`config.mk`:
```
export PLATFORM = sky130hd
export DESIGN_NAME = rcc_rst_seq
export DESIGN_NICKNAME = d
export VERILOG_FILES = /design/src/rtl/rcc_rst_seq_pkg.sv /design/src/rtl/rcc_rst_seq_dom.sv /design/src/rtl/rcc_rst_seq.sv
export SDC_FILE = /design/constraint.sdc
export NUM_CORES = 1
export LEC_CHECK = 0
export CORE_MARGIN = 5
export CORE_UTILIZATION = 36
export DETAILED_ROUTE_END_ITERATION = 12
export PLACE_DENSITY_LB_ADDON = 0.12
export REMOVE_ABC_BUFFERS = 1
export SYNTH_ARGS = -nofsm -noshare
export SYNTH_HDL_FRONTEND = slang
export SYNTH_SLANG_ARGS = --single-unit
export TNS_END_PERCENT = 50
```
`constraint.sdc`:
```
create_clock -name clk -period 5.9 [get_ports clk]
set_input_delay 1.475 -clock clk [delete_from_list [all_inputs] [get_ports clk]]
set_output_delay 1.475 -clock clk [all_outputs]
set_load 0.03 [all_outputs]
```
`src/rtl/rcc_rst_seq_pkg.sv`:
```
// Shared types for the reset/clock-enable sequencer: per-domain FSM state,
// counter width and the state-to-output decode used by every domain.
package rcc_rst_seq_pkg;

  localparam int CNT_W = 8;

  typedef enum logic [1:0] {
    ST_ASSERT = 2'd0,
    ST_GATE   = 2'd1,
    ST_RUN    = 2'd2,
    ST_HOLD   = 2'd3
  } dom_state_e;

  // {rst_n, clk_en} presented while a domain sits in a given state.
  // ASSERT keeps the clock running so synchronous flops capture the reset.
  function automatic logic [1:0] state_outs(input dom_state_e s);
    logic [1:0] o;
    case (s)
      ST_ASSERT: o = 2'b01;
      ST_GATE:   o = 2'b10;
      ST_RUN:    o = 2'b11;
      default:   o = 2'b00;
    endcase
    return o;
  endfunction

endpackage

```
`src/rtl/rcc_rst_seq_dom.sv`:
```
// One reset domain sequencer: ASSERT (reset held, clock on) -> GATE (reset
// released, clock off) -> RUN. HOLD parks the domain with reset asserted and
// clock off while its parent domain is not running.
module rcc_rst_seq_dom
  import rcc_rst_seq_pkg::*;
#(
  parameter int RST_DURATION  = 10,
  parameter int CLK_ON_DELAY  = 8,
  parameter bit RESET_TO_HOLD = 1'b0
) (
  input  logic clk,
  input  logic rst,
  input  logic hold,
  input  logic req,
  output logic rst_n,
  output logic clk_en,
  output logic run
);

  localparam logic [CNT_W-1:0] RST_LOAD  = CNT_W'(RST_DURATION);
  localparam logic [CNT_W-1:0] GATE_LOAD = CNT_W'(CLK_ON_DELAY);

  dom_state_e       state_reg, state_next;
  logic [CNT_W-1:0] cnt_reg, cnt_next;
  logic             rst_n_reg, clk_en_reg, run_reg;

  // Next-state and counter: hold beats req, req beats normal progression.
  always_comb begin
    state_next = state_reg;
    cnt_next   = cnt_reg;
    if (hold) begin
      state_next = ST_HOLD;
      cnt_next   = '0;
    end else if (req && state_reg != ST_HOLD) begin
      // A request while parked in HOLD is dropped; the parent will restart us.
      state_next = ST_ASSERT;
      cnt_next   = RST_LOAD;
    end else begin
      case (state_reg)
        ST_ASSERT: begin
          if (cnt_reg <= 8'd1) begin
            if (GATE_LOAD == '0) begin
              state_next = ST_RUN;
              cnt_next   = '0;
            end else begin
              state_next = ST_GATE;
              cnt_next   = GATE_LOAD;
            end
          end else begin
            cnt_next = cnt_reg - 8'd1;
          end
        end
        ST_GATE: begin
          if (cnt_reg <= 8'd1) begin
            state_next = ST_RUN;
            cnt_next   = '0;
          end else begin
            cnt_next = cnt_reg - 8'd1;
          end
        end
        ST_RUN: begin
          // Idle: drain toward zero and stay there.
          cnt_next = (cnt_reg != '0) ? cnt_reg - 8'd1 : '0;
        end
        default: begin
          // HOLD released: start a full reset sequence.
          state_next = ST_ASSERT;
          cnt_next   = RST_LOAD;
        end
      endcase
    end
  end

  // State, counter and registered outputs decoded from the next state so the
  // outputs come straight from flops.
  always_ff @(posedge clk or posedge rst) begin
    if (rst) begin
      state_reg  <= RESET_TO_HOLD ? ST_HOLD : ST_ASSERT;
      cnt_reg    <= RESET_TO_HOLD ? '0 : RST_LOAD;
      rst_n_reg  <= 1'b0;
      clk_en_reg <= !RESET_TO_HOLD;
      run_reg    <= 1'b0;
    end else begin
      state_reg               <= state_next;
      cnt_reg                 <= cnt_next;
      {rst_n_reg, clk_en_reg} <= state_outs(state_next);
      run_reg                 <= (state_next == ST_RUN);
    end
  end

  assign rst_n  = rst_n_reg;
  assign clk_en = clk_en_reg;
  assign run    = run_reg;

endmodule

```
`src/rtl/rcc_rst_seq.sv`:
```
// Two-domain reset sequencer. D2 depends on D1: it is parked in HOLD whenever
// D1 is not running and starts its own sequence once D1 reaches RUN.
module rcc_rst_seq
  import rcc_rst_seq_pkg::*;
#(
  parameter int D1_RST_DURATION             = 10,
  parameter int D2_RST_DURATION             = 10,
  parameter int CLK_ON_AFTER_D1_RST_RELEASE = 8,
  parameter int CLK_ON_AFTER_D2_RST_RELEASE = 8
) (
  input  logic clk,
  input  logic rst,
  input  logic d1_rst_req,
  input  logic d2_rst_req,
  output logic d1_rst_n,
  output logic d1_clk_en,
  output logic d2_rst_n,
  output logic d2_clk_en,
  output logic seq_busy
);

  logic d1_run, d2_run;
  logic d2_hold;

  // D1's run flag only drops one cycle after a D1 request is taken, so the
  // request itself is folded in to park D2 on the very next cycle. This also
  // makes a simultaneous D2 request lose to the D1 request.
  assign d2_hold = !d1_run || d1_rst_req;

  rcc_rst_seq_dom #(
    .RST_DURATION  (D1_RST_DURATION),
    .CLK_ON_DELAY  (CLK_ON_AFTER_D1_RST_RELEASE),
    .RESET_TO_HOLD (1'b0)
  ) u_d1 (
    .clk    (clk),
    .rst    (rst),
    .hold   (1'b0),
    .req    (d1_rst_req),
    .rst_n  (d1_rst_n),
    .clk_en (d1_clk_en),
    .run    (d1_run)
  );

  rcc_rst_seq_dom #(
    .RST_DURATION  (D2_RST_DURATION),
    .CLK_ON_DELAY  (CLK_ON_AFTER_D2_RST_RELEASE),
    .RESET_TO_HOLD (1'b1)
  ) u_d2 (
    .clk    (clk),
    .rst    (rst),
    .hold   (d2_hold),
    .req    (d2_rst_req),
    .rst_n  (d2_rst_n),
    .clk_en (d2_clk_en),
    .run    (d2_run)
  );

  // Busy while either domain is outside RUN; both inputs are flop outputs.
  assign seq_busy = !(d1_run && d2_run);

endmodule

```
==> results.md, run 1 <==
- Antenna violation net count after detailed routing: 0
- Slew Limit Fails: 0
- CORE AREA: 3610 sq um
- Slowest Stage Delay on Critical Path: 0.66 ns
- DIE HEIGHT: 70.7 microns
- CTS Hold Bufs: 0
- Crit-path max FO: 1
- Critical path arrival: 1.46 ns
- CP Class: register to output pin
- Mapped cell area: 1330 sq um
- Tmin final: 2.93 ns
- Crit-path cells: clkdlybuf4s50_1
- Final hold slack: 0.514 ns
- H-tree depth: 1
- Synthesized flop and latch total: 26
- CTS tree: done
- Ys flop type: dfrtp_1
- Hpwl dp: 1.78 mm
- Slowest CP cell: clkdlybuf4s50_1
- Clock Skew: 0.00200 ns
- Diodes inserted: 0
- Routability cong.: 0.816
- DIE AREA: 5000 sq um
- Leading area contributor after synthesis: dfrtp_1
- Post-cts resize count: 0
- Global-route wire length before repair: 4.39 mm
- Via Count: 976
- CTS Sinks: 26
- Number of CTS-inserted buffers: 3
- Buf/Inv on CP: 1
- Port Buf Inserts: 8
- RSZ-0062 raised after global routing: false
- Largest net degree at the start of global routing: 27
- Async S/R FF share, synth: 1.00
- Register area share after synthesis: 0.495
- Peak VDD IR: 0.110 mV
- Most frequent cell after synthesis: dfrtp_1
- CP Launch Point: u_d1.clk_en$_DFF_PP1_
- RR Startpoint: u_d1.cnt_reg[7]$_DFF_PP0_
- Static Leak: 0.702 nW
- Post-DP Area: 1460 sq um
- Initial core utilization: 0.368
- Placed cell count: 183
- Wire per inst: 12.9 microns
- Design Area, Final: 1510 sq um
- Tot GR Track Use: 0.108
- Routed vias/inst: 5.22
- Clk root buf: clkbuf_8
- Slew margin rel.: 0.335
- Rows: 22
- Mapped Avg Cell Area: 10.2 sq um
- Post-synth top cells: dfrtp_1 (21), nor2_1 (13), a21oi_1 (9), inv_1 (9), xnor2_1 (8)
- DR pass1 iterations: 4
- Total of max-cap violations: 0
- Drt total wl: 2.41 mm
- CTS max path bufs: 2
- Power per cell area: 240 nW/um^2
- Hold Vio Cnt, Final: 0
- Critical path capture point type: output pin
- Fin crit share: 0.497
- I/O pin count: 9
- Final net count: 150
- Layout cells sized above 1: 0.0935
- Gr ovfl total: 0
- Post-Syn Instances: 130
- Clock-pin slew of the registers on the worst-case setup and hold paths: 0.09 ns
- Setup Buffers After CTS: 0
- Worst slew pin tran: 0.996 ns
- Area Overhead vs Synth: 13.9%
- Die X: 70.7 microns
- Final cell count without fillers: 187
- # DRC: 0
- Max Freq: 341 MHz
- Critical path startpoint category: register
- Distinct cells, synth: 33
- Status: complete, no violations
- Top cell type's share of synthesized area: 0.396
- CP delay by family, top: buffers and inverters
- TNS Setup: 0 ns
- Util after Layout: 0.419
- Worst Hold Launch: u_d2.cnt_reg[0]$_DFF_PP0_
- Initial DRC Count: 44
- Ys Warns: 0
- Antenna violations before repair: 0
- Worst path required time: 4.43 ns
- Final setup vio count: 0
- Number of global-route vias before repair: 949
- HP Class: register to register
- Ranking of synthesized cells by area: dfrtp_1 (40%), dfstp_2 (9.9%), ha_1 (5.7%)
- EDFF count, synth: 0
- Clk_lat worst skew: 0.27 ns
-- path summary, 6_finish.rpt --
check | slack, ns | end | cells past startpoint
worst max-delay path | 2.97 | d1_clk_en | 1
worst min-delay path | 0.51 | u_d2.cnt_reg[0]$_DFF_PP0_ | 1
worst max register to register | 3.68 | u_d1.rst_n$_DFF_PP0_ | 6
worst min register to register | 0.51 | u_d2.cnt_reg[0]$_DFF_PP0_ | 1
max in group asynchronous | 3.56 | u_d2.cnt_reg[6]$_DFF_PP0_ | 2
min in group asynchronous | 1.74 | u_d1.cnt_reg[6]$_DFF_PP0_ | 2
-- stage by stage --
| stage | total power [mW] | setup slack, ns |
|---|---|---|
| after floorplan | 0.236 | 3.60 |
| after global placement | 0.250 | 2.82 |
| after detailed placement | 0.251 | 2.79 |
| after CTS | 0.366 | 2.95 |
| after global routing | 0.380 | 2.88 |
| final | 0.363 | 2.97 |
-- power breakdown --
part           switching (mW)  internal, mW
combinational          0.0266        0.0208
sequential             0.0108         0.189
clock                  0.0561        0.0597
total                  0.0934         0.269
-- final cells by class --
type / count / area, sq um
Fill cell: 350 / 2090
Sequential cell: 26 / 657
Multi-Input combinational cell: 92 / 626
Timing Repair Buffer: 8 / 80.1
Tap cell: 48 / 60.1
Clock buffer: 4 / 55.1
Inverter: 9 / 33.8
-- layer usage --
metal / global-route usage / share of wire / up-vias
li1: - / - / 487
met1: 0.151 / 0.50 / 465
met2: 0.158 / 0.44 / 19
met3: 0.0241 / 0.043 / 5
met4: 0.0522 / 0.020 / 0
met5: 0 / 0 / -
-- cell usage in the layout, fill, tap and decap left out, drive strengths merged --
cell type	instances
dfrtp	21
nor2	13
inv	9
a21oi	9
xnor2	8
clkdlybuf4s50	8
nand2	7
nor3	7
ha	6
dfstp	5
or4	5
o31ai	4
clkbuf	4
nor4	4
or3	3
o211ai	3
xor2	3
o311ai	2
nand2b	2
o21ai	2
o22ai	2
nand3b	2
nor2b	1
o2111ai	1
o31a	1
a211oi	1
nand4	1
a41o	1
nor3b	1
and2b	1
o22a	1
nand3	1
-- kinds of logic after synthesis --
| family | synth area share |
|---|---|
| buf+inv | 0.0339 |
| flops | 0.495 |
| simple gates | 0.205 |
| xor+xnor | 0.0726 |
| compound gates | 0.138 |
| fa+ha+maj | 0.0565 |
No activity file was read; power rests on OpenSTA's default activity.
==> run 2, diff against run 1 <==
- clock period: 5.9 -> 3.1 ns (I/O delays scaled with it)
==> run 2 against run 1 <==
Sequential power grew 91%. Utilization grew 0.87 points. Combinational power rose by 95%. Critical path depth is the same. First-iteration DRC count up 61%. Register-to-register slack worse by 2.8 ns. Hold slack worse by 0.0062 ns. Routed wire length grew 2.9%. Non-clock buffer count is 2 higher. Worst setup slack worse by 2.1 ns. Cell count is 1.1% higher. Global-route usage rose by 0.48 points. Largest cell class unchanged. Highest routed layer unchanged.
==> results.md, run 2 (synthesized netlist as in run 1, its figures left out) <==
- Clock-pin slew of the registers on the worst-case setup and hold paths: 0.10 ns
- Slew margin rel.: 0.578
- Wl on met1: 1.22 mm
- CTS tree: done
- Total of max-cap violations: 0
- Worst R2R Path Depth: 6
- Static Leak: 0.718 nW
- P_sw: 0.179 mW
- FF+latch area: 657 sq um
- Global-route wire length before repair: 4.66 mm
- Peak VDD IR: 0.269 mV
- Slew Limit Fails: 0
- Post-DP Area: 1470 sq um
- Max Freq: 447 MHz
- R2R Path End: u_d1.rst_n$_DFF_PP0_
- Worst slew pin tran: 0.627 ns
- Sequential power share: 0.505
- Critical path capture point type: output pin
- DR pass1 iterations: 4
- Clock Skew: 0.0110 ns
- WHS Endpoint: u_d2.cnt_reg[0]$_DFF_PP0_
- Placed cell count: 185
- CTS Sinks: 26
- Hpwl dp: 1.84 mm
- Routed wl met3: 74 microns
- Crit-path cells: clkdlybuf4s50_1
- Fin crit share: 0.722
- Design Area, Final: 1540 sq um
- Pre-CTS setup slack: 0.899 ns
- H-tree depth: 1
- Final setup vio count: 0
- DIE AREA: 5000 sq um
- Wire per inst: 13.1 microns
- CTS max path bufs: 2
- Post-cts resize count: 0
- RR Startpoint: u_d1.cnt_reg[7]$_DFF_PP0_
- Buf/Inv on CP: 1
- Number of global-route vias before repair: 1002
- Clk root buf: clkbuf_8
- Status: complete, no violations
- Diodes inserted: 0
- Setup Buffers After CTS: 0
- Area Overhead vs Synth: 16.2%
- Via Count: 990
- Pint: 0.573 mW
- Met2 routed WL: 1.17 mm
- Hold Vio Cnt, Final: 0
- Sw frac: 0.238
- Tot Pwr: 0.752 mW
- Gr ovfl total: 0
- Number of CTS-inserted buffers: 3
- Die X: 70.7 microns
- Critical path startpoint category: register
- Slowest Stage Delay on Critical Path: 0.66 ns
- CTS Hold Bufs: 0
- TNS Setup: 0 ns
- Commonest non-fill, non-tap cell in the layout: dfrtp_1
- Tot GR Track Use: 0.113
- Commonest non-fill, non-tap cells in the layout: dfrtp_1 (21), nor2_1 (13), inv_1 (9), a21oi_1 (9)
- I/O pin count: 9
- Hold Path Depth: 1
- Routability cong.: 0.879
- Routed vias/inst: 5.24
- CP Class: register to output pin
- Largest net degree at the start of global routing: 27
- Initial DRC Count: 71
- Crit-path max FO: 1
- Final net count: 152
- Worst path required time: 2.32 ns
- Comb pwr share: 0.123
- Multi-input gate area in the final layout: 626 sq um
- Clk pwr share: 0.373
- Layout cells sized above 1: 0.106
- Rows: 22
- RSZ-0062 raised after global routing: false
- Worst Hold Launch: u_d2.cnt_reg[0]$_DFF_PP0_
- Initial core utilization: 0.368
- CORE AREA: 3610 sq um
- Port Buf Inserts: 8
- Fin worst setup slack: 0.860 ns
- Top sig layer: met4
- Final cell count without fillers: 189
- Power per cell area: 487 nW/um^2
- Antenna violation net count after detailed routing: 0
- Tmin final: 2.24 ns
- HP Class: register to register
- # DRC: 0
- Clk_lat worst skew: 0.27 ns
- DIE HEIGHT: 70.7 microns
- Drt total wl: 2.48 mm
- Reg-to-reg setup timing slack: 0.92 ns
- Slowest CP cell: clkdlybuf4s50_1
- Fillers: 359
- Critical path arrival: 1.46 ns
- CP delay by family, top: buffers and inverters
- Antenna violations before repair: 0
## run 2: how the worst max path moves through the flow
stage                                    from                   endpoint  slack (ns)  cells past startpoint
global placement                   d2_rst_req       u_d2.rst_n$_DFF_PP0_        0.92                      5
floorplan           u_d1.cnt_reg[7]$_DFF_PP0_       u_d1.rst_n$_DFF_PP0_        1.04                      6
detailed placement                 d1_rst_req  u_d2.cnt_reg[6]$_DFF_PP0_        0.90                      5
CTS                     u_d1.clk_en$_DFF_PP1_                  d1_clk_en        0.84                      1
finish                  u_d1.clk_en$_DFF_PP1_                  d1_clk_en        0.86                      1
global route        u_d2.cnt_reg[4]$_DFF_PP0_       u_d2.rst_n$_DFF_PP0_        0.76                      6
## run 2: power groups by stage
stage	sequential [mW]	clock (mW)	combinational [mW]
3_3_place_gp	0.386	0	0.0929
5_1_grt	0.383	0.307	0.105
6_report	0.380	0.280	0.0922
2_1_floorplan	0.387	0	0.0626
4_1_cts	0.379	0.291	0.0943
3_5_place_dp	0.386	0	0.0934
## run 2: metal layers
layer,track usage,vias up
met5,0,-
met4,0.0251,0
met3,0.0256,2
met2,0.179,8
met1,0.157,489
li1,-,491
## run 2: layout make-up
class	count	area share
Clock buffer	3	0.0268
Clock inverter	1	0.0195
Inverter	9	0.0219
Multi-Input combinational cell	92	0.406
Sequential cell	26	0.426
Tap cell	48	0.0389
Timing Repair Buffer	10	0.0616
## run 2: stage by stage
| step | util | hold WS (ns) |
|---|---|---|
| after floorplan | - | 0.467 |
| after global placement | 0.408 | 0.496 |
| after detailed placement | 0.408 | 0.502 |
| after CTS | 0.428 | 0.514 |
| after global routing | 0.428 | 0.551 |
| final | 0.428 | 0.508 |
